[config.mk]
export PLATFORM = sky130hd
export DESIGN_NAME = sprite_compositor
export DESIGN_NICKNAME = d
export VERILOG_FILES = /design/src/rtl/rex_pkg.sv /design/src/rtl/spr_hit.sv /design/src/rtl/sprite_compositor.sv
export SDC_FILE = /design/constraint.sdc
export NUM_CORES = 1
export LEC_CHECK = 0
export CAP_MARGIN = 15
export CORE_MARGIN = 8
export CORE_UTILIZATION = 40
export CTS_CLUSTER_DIAMETER = 120
export DETAILED_ROUTE_END_ITERATION = 16
export PLACE_DENSITY = 0.61
export RECOVER_POWER = 100
export SYNTH_ARGS = -nofsm -noshare
export SYNTH_HDL_FRONTEND = slang
export SYNTH_SLANG_ARGS = --single-unit
[constraint.sdc]
create_clock -name clk -period 13.4 [get_ports clk]
set_clock_uncertainty 0.2 [all_clocks]
set_input_delay 4.02 -clock clk [delete_from_list [all_inputs] [get_ports clk]]
set_output_delay 4.02 -clock clk [all_outputs]
set_load 0.005 [all_outputs]
[src/rtl/rex_pkg.sv]
// Shared definitions for the sprite compositor: FSM encoding and per-channel sprite geometry.
package rex_pkg;

    localparam int NSPR_MAX = 8;

    typedef enum logic [2:0] {StIdle, StSel, StRd, StCap, StOut} state_e;

    // Channels 4..7 reuse the 0..3 shapes; BASE continues the packed texture ROM layout.
    localparam int SPR_W    [NSPR_MAX] = '{24, 16, 16, 24, 24, 16, 16, 24};
    localparam int SPR_H    [NSPR_MAX] = '{23, 22, 22, 16, 23, 22, 22, 16};
    localparam int SPR_BASE [NSPR_MAX] = '{0, 69, 113, 157, 205, 274, 318, 362};

    function automatic int fetch_addr(input int ch, input logic signed [16:0] col,
                                      input logic signed [16:0] row);
        return SPR_BASE[ch] + SPR_H[ch] * int'(col) + int'(row);
    endfunction

endpackage

[src/rtl/spr_hit.sv]
// Per-channel hit test and fetch geometry for one 8-pixel display byte.
module spr_hit
    import rex_pkg::*;
#(
    parameter int CH = 0
) (
    input  logic               en,
    input  logic [15:0]        posx,
    input  logic [15:0]        posy,
    input  logic [15:0]        sx,
    input  logic [15:0]        sy,
    output logic               hit,
    output logic signed [16:0] c0,
    output logic [2:0]         s,
    output logic signed [16:0] row,
    output logic               fv0,
    output logic               fv1
);
    localparam int W    = SPR_W[CH];
    localparam int H    = SPR_H[CH];
    localparam int NCOL = W / 8;

    logic signed [16:0] px, py, x, y, dx, c1;

    assign px  = {1'b0, posx};
    assign py  = {1'b0, posy};
    assign x   = {sx[15], sx};
    assign y   = {sy[15], sy};

    assign hit = en && (x < px + 17'sd8) && (x + 17'(W) > px)
                 && (y <= py) && (py < y + 17'(H));

    assign dx  = px - x;
    assign c0  = dx >>> 3;
    assign c1  = c0 + 17'sd1;
    assign s   = dx[2:0];
    assign row = y + 17'(H) - 17'sd1 - py;

    // Columns outside the sprite are skipped entirely rather than read as zero.
    assign fv0 = hit && (c0 >= 17'sd0) && (c0 < 17'(NCOL));
    assign fv1 = hit && (s != 3'd0) && (c1 >= 17'sd0) && (c1 < 17'(NCOL));

endmodule

[src/rtl/sprite_compositor.sv]
// Composites up to NSPR sprite channels into one display byte via sequential texture fetches.
module sprite_compositor
    import rex_pkg::*;
#(
    parameter int NSPR = 4,
    parameter int TAW  = 16
) (
    input  logic               clk,
    input  logic               rstn,
    input  logic               req,
    input  logic [10:0]        addrD,
    output logic [7:0]         dataD,
    output logic               dvalid,
    output logic               busy,
    output logic               req_drop,
    input  logic [NSPR*16-1:0] spr_x,
    input  logic [NSPR*16-1:0] spr_y,
    input  logic [NSPR-1:0]    spr_en,
    input  logic [1:0]         game_state,
    output logic [TAW-1:0]     addrT,
    output logic               rd_en,
    input  logic [7:0]         dataT
);
    state_e              state_q;
    logic [10:0]         addr_q;
    logic [NSPR*16-1:0]  x_q, y_q;
    logic [NSPR-1:0]     en_q;
    logic [1:0]          gs_q;
    logic [NSPR_MAX-1:0] pend_q;
    logic [7:0]          acc_q;
    logic [2:0]          sel_q;
    logic                phase_q;

    logic [15:0]         posx, posy;
    logic [NSPR_MAX-1:0] hit, fv0, fv1, cand;
    logic signed [16:0]  c0  [NSPR_MAX];
    logic signed [16:0]  row [NSPR_MAX];
    logic [2:0]          s   [NSPR_MAX];

    assign posx = {8'd0, addr_q[10:6], 3'd0};
    assign posy = {10'd0, 6'd63 - addr_q[5:0]};

    for (genvar i = 0; i < NSPR_MAX; i++) begin : g_ch
        if (i < NSPR) begin : g_on
            spr_hit #(.CH(i)) u_hit (
                .en   (en_q[i]),
                .posx (posx),
                .posy (posy),
                .sx   (x_q[i*16 +: 16]),
                .sy   (y_q[i*16 +: 16]),
                .hit  (hit[i]),
                .c0   (c0[i]),
                .s    (s[i]),
                .row  (row[i]),
                .fv0  (fv0[i]),
                .fv1  (fv1[i])
            );
        end else begin : g_off
            assign hit[i] = 1'b0;
            assign fv0[i] = 1'b0;
            assign fv1[i] = 1'b0;
            assign c0[i]  = '0;
            assign s[i]   = '0;
            assign row[i] = '0;
        end
    end

    logic [2:0]         pick;
    logic signed [16:0] col_sel;
    logic [TAW-1:0]     addr_sel, addr_nxt;
    logic [7:0]         contrib, out_byte;

    always_comb begin
        cand = pend_q & hit;
        pick = '0;
        for (int i = NSPR_MAX - 1; i >= 0; i--) begin
            if (cand[i]) pick = 3'(i);
        end
        col_sel  = fv0[pick] ? c0[pick] : c0[pick] + 17'sd1;
        addr_sel = TAW'(fetch_addr(int'(pick), col_sel, row[pick]));
        addr_nxt = TAW'(fetch_addr(int'(sel_q), c0[sel_q] + 17'sd1, row[sel_q]));
        // Left column contributes its right part shifted up; the right column its left part.
        contrib  = phase_q ? (dataT >> (4'd8 - {1'b0, s[sel_q]})) : (dataT << s[sel_q]);
        case (gs_q)
            2'b11:   out_byte = 8'h00;
            2'b10:   out_byte = ~acc_q;
            default: out_byte = acc_q;
        endcase
    end

    always_ff @(posedge clk or negedge rstn) begin
        if (!rstn) begin
            state_q  <= StIdle;
            addr_q   <= '0;
            x_q      <= '0;
            y_q      <= '0;
            en_q     <= '0;
            gs_q     <= '0;
            pend_q   <= '0;
            acc_q    <= '0;
            sel_q    <= '0;
            phase_q  <= 1'b0;
            dataD    <= '0;
            dvalid   <= 1'b0;
            busy     <= 1'b0;
            req_drop <= 1'b0;
            rd_en    <= 1'b0;
            addrT    <= '0;
        end else begin
            dvalid   <= 1'b0;
            req_drop <= req && (state_q != StIdle);
            case (state_q)
                StIdle: begin
                    if (req) begin
                        addr_q  <= addrD;
                        x_q     <= spr_x;
                        y_q     <= spr_y;
                        en_q    <= spr_en;
                        gs_q    <= game_state;
                        pend_q  <= '1;
                        acc_q   <= '0;
                        busy    <= 1'b1;
                        state_q <= StSel;
                    end
                end
                StSel: begin
                    if (gs_q == 2'b11 || cand == '0) begin
                        dataD   <= out_byte;
                        dvalid  <= 1'b1;
                        state_q <= StOut;
                    end else begin
                        pend_q[pick] <= 1'b0;
                        sel_q        <= pick;
                        if (fv0[pick] || fv1[pick]) begin
                            phase_q <= !fv0[pick];
                            addrT   <= addr_sel;
                            rd_en   <= 1'b1;
                            state_q <= StRd;
                        end
                    end
                end
                StRd: begin
                    rd_en   <= 1'b0;
                    state_q <= StCap;
                end
                StCap: begin
                    acc_q <= acc_q | contrib;
                    if (!phase_q && fv1[sel_q]) begin
                        phase_q <= 1'b1;
                        addrT   <= addr_nxt;
                        rd_en   <= 1'b1;
                        state_q <= StRd;
                    end else begin
                        state_q <= StSel;
                    end
                end
                StOut: begin
                    busy    <= 1'b0;
                    state_q <= StIdle;
                end
                default: state_q <= StIdle;
            endcase
        end
    end

endmodule

* Yosys cells after proc, flatten, opt, wreduce, memory -nomap -nowiden
Memories as Yosys holds them, arrays and structs flattened.
Cells that the tools add are included.
** Word-level totals
- Flip-flop bits (word level) :: 196
- Memory bits (read-only) :: 1024
- Bits of input ports :: 156
- Output and inout port bits :: 28
- Word-level logic and storage cells :: 248
- Memories kept :: 4
** Memories
- (no name shown) :: depth 8, bits a word 32, rd ports 1, clocked after memory_dff 0, write ports 0, line rex_pkg.sv:15 : return SPR_BASE[ch] + SPR_H[ch] * int'(col) + int'(row);
- (no name shown) :: depth 8, bits a word 32, rd ports 1, clocked after memory_dff 0, write ports 0, line rex_pkg.sv:15
- (no name shown) :: depth 8, bits a word 32, rd ports 1, clocked after memory_dff 0, write ports 0, line rex_pkg.sv:15
- (no name shown) :: depth 8, bits a word 32, rd ports 1, clocked after memory_dff 0, write ports 0, line rex_pkg.sv:15
** Operators by class
- Add/subtract/negate cells :: 33
- $mul :: 2
- Order comparisons :: 39
- Eq/ne operators :: 11
- Shift-type cells :: 2
- Multiplexer cells :: 67
- Bitwise logic cells :: 10
- Reductions and logical operators :: 64
** Operators with widths (count)
- $bmux W17 S3 :: 4
- $mux W16 :: 11
- $add A16 B6 Y17 const B :: 8
- $mux W32 :: 4
- $mux W17 :: 5
- $ge A17 B1 Y1 const B :: 4
- $gt A17 B9 Y1 :: 4
- $lt A17 B3 Y1 const B :: 4
- $lt A7 B17 Y1 :: 4
- $sub A17 B2 Y17 const B :: 4
- $sub A17 B7 Y17 :: 4
- $sub A9 B16 Y17 :: 4
- $add A16 B16 Y16 :: 4
- $ge A32 B4 Y1 const B :: 2
- $le A16 B7 Y1 :: 4
- $lt A16 B10 Y1 :: 4
- $mul A32 B17 Y16 :: 2
- $not A3 Y32 :: 2
- $add A14 B2 Y15 const B :: 4
- $ge A14 B1 Y1 const B :: 4
- $lt A14 B3 Y1 const B :: 4
- $pmux W8 S2 :: 3
- $logic_and A1 B1 Y1 :: 39
- $mux W3 :: 13
- 40 further kinds :: 83

* Logic depth before layout (Yosys ltp)
Gate-level depths: netlist (run 1).
- Word-level depth :: 27
- Depth in mapped cells :: 48
- Gate-level depth less buffers :: 47

* Cells and area by module
From an unflattened synthesis (run 1), not the netlist that was laid out.
** Unflattened totals
- Cell total of the unflattened synthesis :: 4038
- Area total of the unflattened synthesis :: 32286.0 µm²
** By module, submodules not included
- sprite_compositor :: instances 1, cells each 1747, area an instance 15979.1 µm², sequential area each 4779.6 µm²
- spr_hit at g_ch[0].g_on.u_hit :: instances 1, cells each 578, area an instance 4196.5 µm², sequential area each 0.0 µm²
- spr_hit at g_ch[2].g_on.u_hit :: instances 1, cells each 575, area an instance 4078.9 µm², sequential area each 0.0 µm²
- spr_hit at g_ch[1].g_on.u_hit :: instances 1, cells each 573, area an instance 4030.1 µm², sequential area each 0.0 µm²
- spr_hit at g_ch[3].g_on.u_hit :: instances 1, cells each 565, area an instance 4001.3 µm², sequential area each 0.0 µm²

* Worst setup path after synthesis (run 1)
Ideal clock, no wire load.
- Path type :: reg-to-reg
- From :: register y_q[17]
- To :: register addrT[15]
- Library setup time :: 124 ps
- Arrival :: 9113 ps
- Data required time :: 13076 ps
- Path slack :: 3963 ps
- Stages on the path, launching flop included :: 46
- Period minus slack after synthesis :: 9437 ps
- Cells stage by stage :: dfrtp_1 inv_1 ha_1 nand2b_1 and2_1 xnor2_1 inv_1 ha_1 o21a_1 o2bb2ai_1 nor4_1 nand4_1 and3_1 clkbuf_1 o21ai_0 buf_2 nand2_1 and3_1 [10 not listed] fa_1 ha_1 inv_1 fa_1 inv_1 ha_1 a21boi_0 o21a_1 o21ai_0 nand2b_1 and4_1 o31ai_1 nand2b_1 a21oi_1 xnor2_1 xnor3_1 xnor2_1 o21ai_1
** On the way
- Longest elaborated chain between the ends :: 18
- Elaborated cells between the ends (all ways) :: 56
** RTL lines
- from (decl) :: line sprite_compositor.sv:26 : logic [NSPR*16-1:0] x_q, y_q;
- from (signal assigned) :: line sprite_compositor.sv:117 : y_q <= spr_y;
- $add A16 B6 Y17 / $le A16 B7 Y1 (equally long branches) :: line spr_hit.sv:31, spr_hit.sv:37
- $lt A7 B17 Y1 / $logic_and A1 B1 Y1 (equally long branches) :: line spr_hit.sv:31 : && (y <= py) && (py < y + 17'(H));
- $logic_and A1 B1 Y1 :: line spr_hit.sv:31
- $and A8 B4 Y8 :: line sprite_compositor.sv:74 : cand = pend_q & hit;
- $mux W3 (2 in series) :: line sprite_compositor.sv:77 : if (cand[i]) pick = 3'(i);
- $not A3 Y4 (not written as such) :: line sprite_compositor.sv:79, sprite_compositor.sv:80
- $bmux W17 S3 :: line sprite_compositor.sv:79 : col_sel = fv0[pick] ? c0[pick] : c0[pick] + 17'sd1;
- $mux W17 (not written as such) (2 in series) :: line sprite_compositor.sv:79
- $add A17 B2 Y17 :: line sprite_compositor.sv:79
- $mux W17 :: line sprite_compositor.sv:79
- $mul A32 B17 Y16 :: line rex_pkg.sv:15
- $add A16 B16 Y16 (2 in series) :: line rex_pkg.sv:15
- $mux W16 :: line sprite_compositor.sv:134 : if (fv0[pick] || fv1[pick]) begin
- $mux W16 :: line sprite_compositor.sv:127 : if (gs_q == 2'b11 || cand == '0) begin
- $pmux W16 S2 :: line sprite_compositor.sv:112 : case (state_q)
- to (signal assigned) :: line sprite_compositor.sv:136 : addrT <= addr_sel;
- to (signal assigned) :: line sprite_compositor.sv:150 : addrT <= addr_nxt;
- to (decl) :: line sprite_compositor.sv:20 : output logic [TAW-1:0] addrT,
Several ways; a longest one is shown, not always the timed one. The select of a mux whose other input is x is not followed.
A chain may end at the register's enable or synchronous reset.

* Worst setup path in the final report (run 1)
- From :: input req
- To :: register x_q[56]
** On the way
- Longest elaborated chain between the ends :: 1
** RTL lines
- from (decl) :: line sprite_compositor.sv:10 : input logic req,
- $reduce_and A2 Y1 (no line)
- to (signal assigned) :: line sprite_compositor.sv:116 : x_q <= spr_x;
- to (decl) :: line sprite_compositor.sv:26
No other way between the ends.

==> results.md, run 1 <==
* Overall fraction of global-route tracks in use at 0.246
* Total CTS buffers at 17
* Period minus WS final at 11800 ps
* Setup fix buffers added after clock tree synthesis at 0
* Critical path's largest stage delay at 4500 ps
* Row Count at 91
* Min setup slack post-route at 1600 ps
* Total of max-cap violations at 5
* Startpoint types: input pin
* Slew Limit Fails at 413
* Endpoint of the worst-slack reg-to-reg timing path: addrT[15]$_DFFE_PN0P_
* Hold slack at 281 ps
* Post-CTS Hold Fix Bufs at 0
* Total gr overflow at 0
* Chip width at 265 µm
* Effective utilization at floorplan at 0.404
* Largest net degree at the start of global routing at 130
* Depth of the worst register-to-register path at 40
* FF+latch count, synth at 191
* Violated checks: capacitance limit, slew limit
* Clock-pin slew on the worst setup and hold paths at 80 ps
* Crit-path slowest cell: clkbuf_1
* Reg2reg start: addr_q[1]$_DFFE_PN0P_
* Proportion of synthesized chip area in sequential cells at 0.193
* Most common flop cell mapped by yosys: dfrtp_1
* Post-CTS resize count at 0
* Type of the worst min-delay path: flop to flop
* Worst Tran Pin Value at 6450 ps
* Critical Path End Type: flop
* Status: complete, but fails checks
* CTS tree: done
* Number of DRC violations after detailed routing at 0
* Boundary Pins at 184
* Post-detailed-route count of antenna-violating nets at 0
* Total detailed-routing wirelength at 87900 µm
* Layout Nets at 3563
* Data required, critical path at 13580 ps
* Launch point of the worst path: req
* Area growth from synthesis to layout at 12.0%
* Die Y-Extent at 265 µm
* Post-synth top area cell: dfrtp_1
* Number of H-tree levels at 4
* Fillers at 6022
* Type of the setup path with the least slack: input pin to flop
* Number of sinks driven by the clock tree at 191
* Critical path cell sequence: dlygate4sd3_1 -> nand2b_1 -> nor3_1 -> clkbuf_1 -> clkbuf_2 -> nand2_1 -> o21ai_0
* Slew margin rel. at -3.30
* Initial antenna violation count at 1
* Drt via density at 5.85
* RSZ-0062 raised after global routing: no
* Worst EP arrival at 11980 ps
* Slack of the worst reg-to-reg path at 2100 ps
* DRC violation total after the first TritonRoute iteration at 2075
* Clk Latency, worst-skew pair at 520 ps
* First-pass GRT wire length at 134000 µm
* Syn avg cell area at 8.50 µm²
* Endpoints failing setup at 0
* Final TNS setup at 0 ps
* Area used by sequential logic in the layout at 4780 µm²
* Post-Syn Instances at 2920
* Routability congestion estimate at 0.996
* Worst setup endpoint: x_q[56]$_DFFE_PN0P_
* Fin crit share at 0.880
* Clk Tree Root Cell: clkbuf_16
* Clock Tree Buf Depth at 2
* Half-perimeter wire length of the detailed placement result at 72600 µm
* Multi-input logic area at 18300 µm²
* Router iterations before antenna repair at 5
* Warnings from Yosys at 0
* Via count of the first global-routing pass at 22000
* Share of Yosys cell area claimed by the top area cell type at 0.193
* Net Count, Synth at 3468
* Ys async rst share at 1.00
* Area inside the core boundary at 61500 µm²
* Cell Area, Synth at 24800 µm²
* Via count at 22300
* Post-DP Area at 27300 µm²
* Number of buffers added on ports at 183
* Largest fanout of any net on the critical path at 129
* Highest clock frequency the design can meet at 0.0848 GHz
* Number of unique standard cell types used by synthesis at 100
* Worst hold path startpoint: dataD[7]$_DFFE_PN0P_
* Top cells by area, synth: dfrtp_1 19%, ha_1 15%, fa_1 7.1%
* Final hold viol count at 0
* Count of inserted antenna diode cells at 0
* Layout cell share with drive strength beyond 1 at 0.0674
* Average wire length per cell after detail routing at 23.0 µm
* Post-synth EDFFs at 0
* Worst slack at placement at 2290 ps
* Post-route cell area at 27800 µm²
* DIE AREA at 70300 µm²
==> worst min path at each step <==
stage                                        to  slack (ps)  cells after the start
after floorplan            acc_q[0]$_DFFE_PN0P_         270                      2
after global placement    addrT[14]$_DFFE_PN0P_         270                      2
after detailed placement   dataD[3]$_DFFE_PN0P_         280                      2
after CTS                  dataD[7]$_DFFE_PN0P_         300                      2
after global routing      addrT[11]$_DFFE_PN0P_         320                      1
final                      dataD[7]$_DFFE_PN0P_         280                      2
==> Yosys cell counts (8+ instances only) <==
cell type,n
inv_1,334
ha_1,304
nand2_1,235
dfrtp_1,191
o21ai_0,179
nor2_1,177
xnor2_1,154
a21oi_1,120
mux2_2,102
clkbuf_1,99
fa_1,88
nand3_1,67
nor2b_1,63
xor2_1,63
mux2i_1,61
nor3_1,57
nand2b_1,41
nor4_1,34
and2_1,33
a211oi_1,32
nand4_1,27
a21o_1,26
mux4_2,23
or3_1,23
a31oi_1,20
and4_1,19
o21a_1,19
and3_1,18
a2111oi_0,16
nor3b_1,16
buf_1,14
o31a_1,14
o211ai_1,13
o22ai_1,13
or4_1,13
a211o_1,10
a21boi_0,10
buf_2,9
o2111ai_1,9
nor4b_1,8
o21bai_1,8
or2_2,8
==> metal layers <==
metal / track usage / vias to the layer above / routed length, µm
li1: - / 10400 / -
met1: 0.335 / 11000 / 40000
met2: 0.394 / 792 / 40000
met3: 0.0490 / 113 / 5790
met4: 0.0691 / 2 / 2060
met5: 0 / - / 11
==> through the flow <==
stage | cells | util
after floorplan | 2920 | -
after global placement | 3785 | 0.444
after detailed placement | 3785 | 0.444
after CTS | 3817 | 0.453
after global routing | 3818 | 0.452
final | 3818 | 0.452
==> critical path: cells and delay by family <==
family / cells / cell delay (ps)
AOI/OAI and AO/OA: 1 / 200
buffers and inverters: 3 / 6870
and+or+nand+nor: 3 / 800
==> cell families (layout without fill, tap and decap cells) <==
group / count (synthesis) / after routing / synth area share
multiplexers: 190 / 190 / 0.0940
XOR/XNOR: 219 / 219 / 0.0781
buffers and inverters: 461 / 569 / 0.0711
adder cells (fa/ha/maj): 392 / 392 / 0.224
flip-flops: 191 / 191 / 0.193
AO/OA/AOI/OAI: 590 / 590 / 0.157
AND/OR/NAND/NOR: 877 / 877 / 0.183
==> flip-flops by register name, summed over array words and instances, names as in the netlist <==
register,count
sel_q,2
addr_q,11
dvalid,1
phase_q,1
dataD,8
en_q,4
y_q,64
state_q,3
addrT,16
x_q,64
pend_q,4
req_drop,1
rd_en,1
busy,1
gs_q,2
acc_q,8
==> cell type report <==
type                    count  share of cell area
clock buffers              19              0.0159
clock inverters            13             0.00418
inverters                 336              0.0454
multi-input cells        2268               0.657
flip-flops and latches    191               0.172
well taps                 790              0.0355
repair buffers            201              0.0696
==> cells in the final DEF (no fill, tap or decap), types with 29 or more instances in the layout <==
cell / n
ha_1: 304
o21ai_0: 180
dlygate4sd3_1: 29
nand2_1: 235
fa_1: 88
and2_1: 32
nor2_1: 177
dfrtp_1: 191
nand3_1: 67
xor2_1: 63
nand2b_1: 41
mux2_2: 102
a211oi_1: 32
mux2i_1: 61
nor3_1: 57
clkdlybuf4s50_1: 153
a21oi_1: 120
xnor2_1: 154
inv_1: 334
nor2b_1: 63
nor4_1: 34
Power of run 1 is not shown: default switching activity piles up to over one toggle a cycle in this logic, so the estimate is an artifact.
==> run 2, diff against run 1 <==
==> constraint.sdc (replaced) <==
create_clock -name clk -period 12.5 [get_ports clk]
set_clock_uncertainty 0.2 [all_clocks]
set_input_delay 3.75 -clock clk [delete_from_list [all_inputs] [get_ports clk]]
set_output_delay 3.75 -clock clk [all_outputs]
set_load 0.005 [all_outputs]
==> run 2 against run 1 <==
The flow still finishes with violations (capacitance limit, slew limit). Die area stayed put. Core utilization is 0.057 points higher. Register-to-register slack worse by 950 ps. Non-clock buffer count is 2 higher. Global-route usage hardly changed. First-iteration DRC count is 10% lower. Count of clock-buffer cells in the layout is 3 higher. Critical path depth is 33 higher. Cell count hardly changed. Worst setup slack worse by 460 ps. Wire length is 0.14% higher. Critical path type is now flop to flop. Critical endpoint is now addrT[15]$_DFFE_PN0P_.
==> results.md, run 2 (synthesis results as in run 1) <==
* Critical path's largest stage delay at 860 ps
* Hold slack at 277 ps
* CTS tree: done
* Number of DRC violations after detailed routing at 0
* Worst Tran Pin Value at 6300 ps
* Via count at 22300
* Leading cell type in the layout, fill and taps excluded: inv_1
* Largest net degree at the start of global routing at 130
* Startpoint types: flop
* Highest clock frequency the design can meet at 0.0881 GHz
* Clock Tree Buf Depth at 2
* Commonest cells after routing, fill and taps aside: 334 x inv_1, 304 x ha_1, 235 x nand2_1
* Die Y-Extent at 265 µm
* DIE AREA at 70300 µm²
* RSZ-0062 raised after global routing: no
* Number of H-tree levels at 4
* Post-CTS Hold Fix Bufs at 0
* Total detailed-routing wirelength at 88000 µm
* Violated checks: capacitance limit, slew limit
* Initial antenna violation count at 1
* First-pass GRT wire length at 135000 µm
* Routability congestion estimate at 0.982
* Status: complete, but fails checks
* Layout Nets at 3565
* Average wire length per cell after detail routing at 23.0 µm
* Largest fanout of any net on the critical path at 14
* Clock-pin slew on the worst setup and hold paths at 90 ps
* Largest registers in the final layout: x_q: 64 flops, y_q: 64 flops, addrT: 16 flops
* Depth of the worst register-to-register path at 40
* Setup fix buffers added after clock tree synthesis at 0
* Layout cell share with drive strength beyond 1 at 0.0677
* Fillers at 6010
* Data required, critical path at 12730 ps
* Endpoints failing setup at 0
* Router iterations before antenna repair at 6
* Total gr overflow at 0
* Number of buffers added on ports at 183
* Half-perimeter wire length of the detailed placement result at 73100 µm
* Post-CTS resize count at 0
* Chip width at 265 µm
* Drt via density at 5.84
* Cell Count, Final, Fillers Out at 3820
* Worst hold path startpoint: addrT[14]$_DFFE_PN0P_
* Effective utilization at floorplan at 0.404
* Post-detailed-route count of antenna-violating nets at 0
* Slack of the worst reg-to-reg path at 1150 ps
* Clk Tree Root Cell: clkbuf_16
* Boundary Pins at 184
* Via count of the first global-routing pass at 22300
* Endpoint of the worst-slack reg-to-reg timing path: addrT[15]$_DFFE_PN0P_
* Total of max-cap violations at 4
* Row Count at 91
* Number of cells on the worst hold path at 2
* Type of the worst min-delay path: flop to flop
* Area growth from synthesis to layout at 12.2%
* Slew Limit Fails at 326
* Period minus WS final at 11350 ps
* Worst EP arrival at 11580 ps
* Slew margin rel. at -3.20
* Critical Path End Type: flop
* Crit-path slowest cell: a2111oi_0
* Number of sinks driven by the clock tree at 191
* DRC violation total after the first TritonRoute iteration at 1866
* Clk Latency, worst-skew pair at 510 ps
* Fin crit share at 0.908
* Final hold viol count at 0
* Area inside the core boundary at 61500 µm²
* Total CTS buffers at 17
* Final TNS setup at 0 ps
* Min-Delay Endpoint: addrT[14]$_DFFE_PN0P_
* Type of the setup path with the least slack: flop to flop
* Count of inserted antenna diode cells at 0
* Post-placement cell count at 3787
* Overall fraction of global-route tracks in use at 0.246
* Reg2reg start: addr_q[1]$_DFFE_PN0P_
## run 2: per-layer routing
layer	up-vias	track usage	wire [µm]
li1	10400	-	-
met1	11000	0.340	40500
met2	727	0.395	39800
met3	115	0.0429	5560
met4	0	0.0679	2110
met5	-	0	0
## run 2: worst max path at each step
stage / start / to / slack [ps] / cells after the start
finish: addr_q[1]$_DFFE_PN0P_ / addrT[15]$_DFFE_PN0P_ / 1150 / 40
CTS: addr_q[1]$_DFFE_PN0P_ / addrT[15]$_DFFE_PN0P_ / 1320 / 40
global placement: addr_q[1]$_DFFE_PN0P_ / addrT[15]$_DFFE_PN0P_ / 1520 / 40
floorplan: y_q[17]$_DFFE_PN0P_ / addrT[15]$_DFFE_PN0P_ / 3060 / 45
global route: addr_q[1]$_DFFE_PN0P_ / addrT[15]$_DFFE_PN0P_ / 470 / 40
detailed placement: addr_q[1]$_DFFE_PN0P_ / addrT[15]$_DFFE_PN0P_ / 1330 / 40
## run 2: layout make-up
cell class | count | area (µm²) | share of cell area
timing repair buffer | 203 | 1950 | 0.0702
multi-input combinational | 2268 | 18300 | 0.657
sequential | 191 | 4780 | 0.172
clock buffer | 22 | 474 | 0.0170
tap | 790 | 988 | 0.0355
clock inverter | 10 | 103 | 0.00368
inverter | 336 | 1260 | 0.0453
## run 2: worst max-delay path, delay by kind of cell, from the launching register on
| kind | cells | cell delay (ps) |
|---|---|---|
| AO/OA/AOI/OAI | 12 | 3030 |
| XOR/XNOR | 3 | 530 |
| adder cells (fa/ha/maj) | 9 | 3620 |
| buffers and inverters | 5 | 990 |
| flip-flops | 1 | 620 |
| AND/OR/NAND/NOR | 11 | 2270 |
## run 2: per-stage QoR
step | instance area (µm²) | util | setup slack, ps
floorplan | 24800 | - | 3060
global placement | 27300 | 0.444 | 1520
detailed placement | 27300 | 0.444 | 1330
CTS | 27900 | 0.454 | 1320
global route | 27800 | 0.453 | 475
finish | 27800 | 0.453 | 1150
Power of run 2 is left out for the same reason.
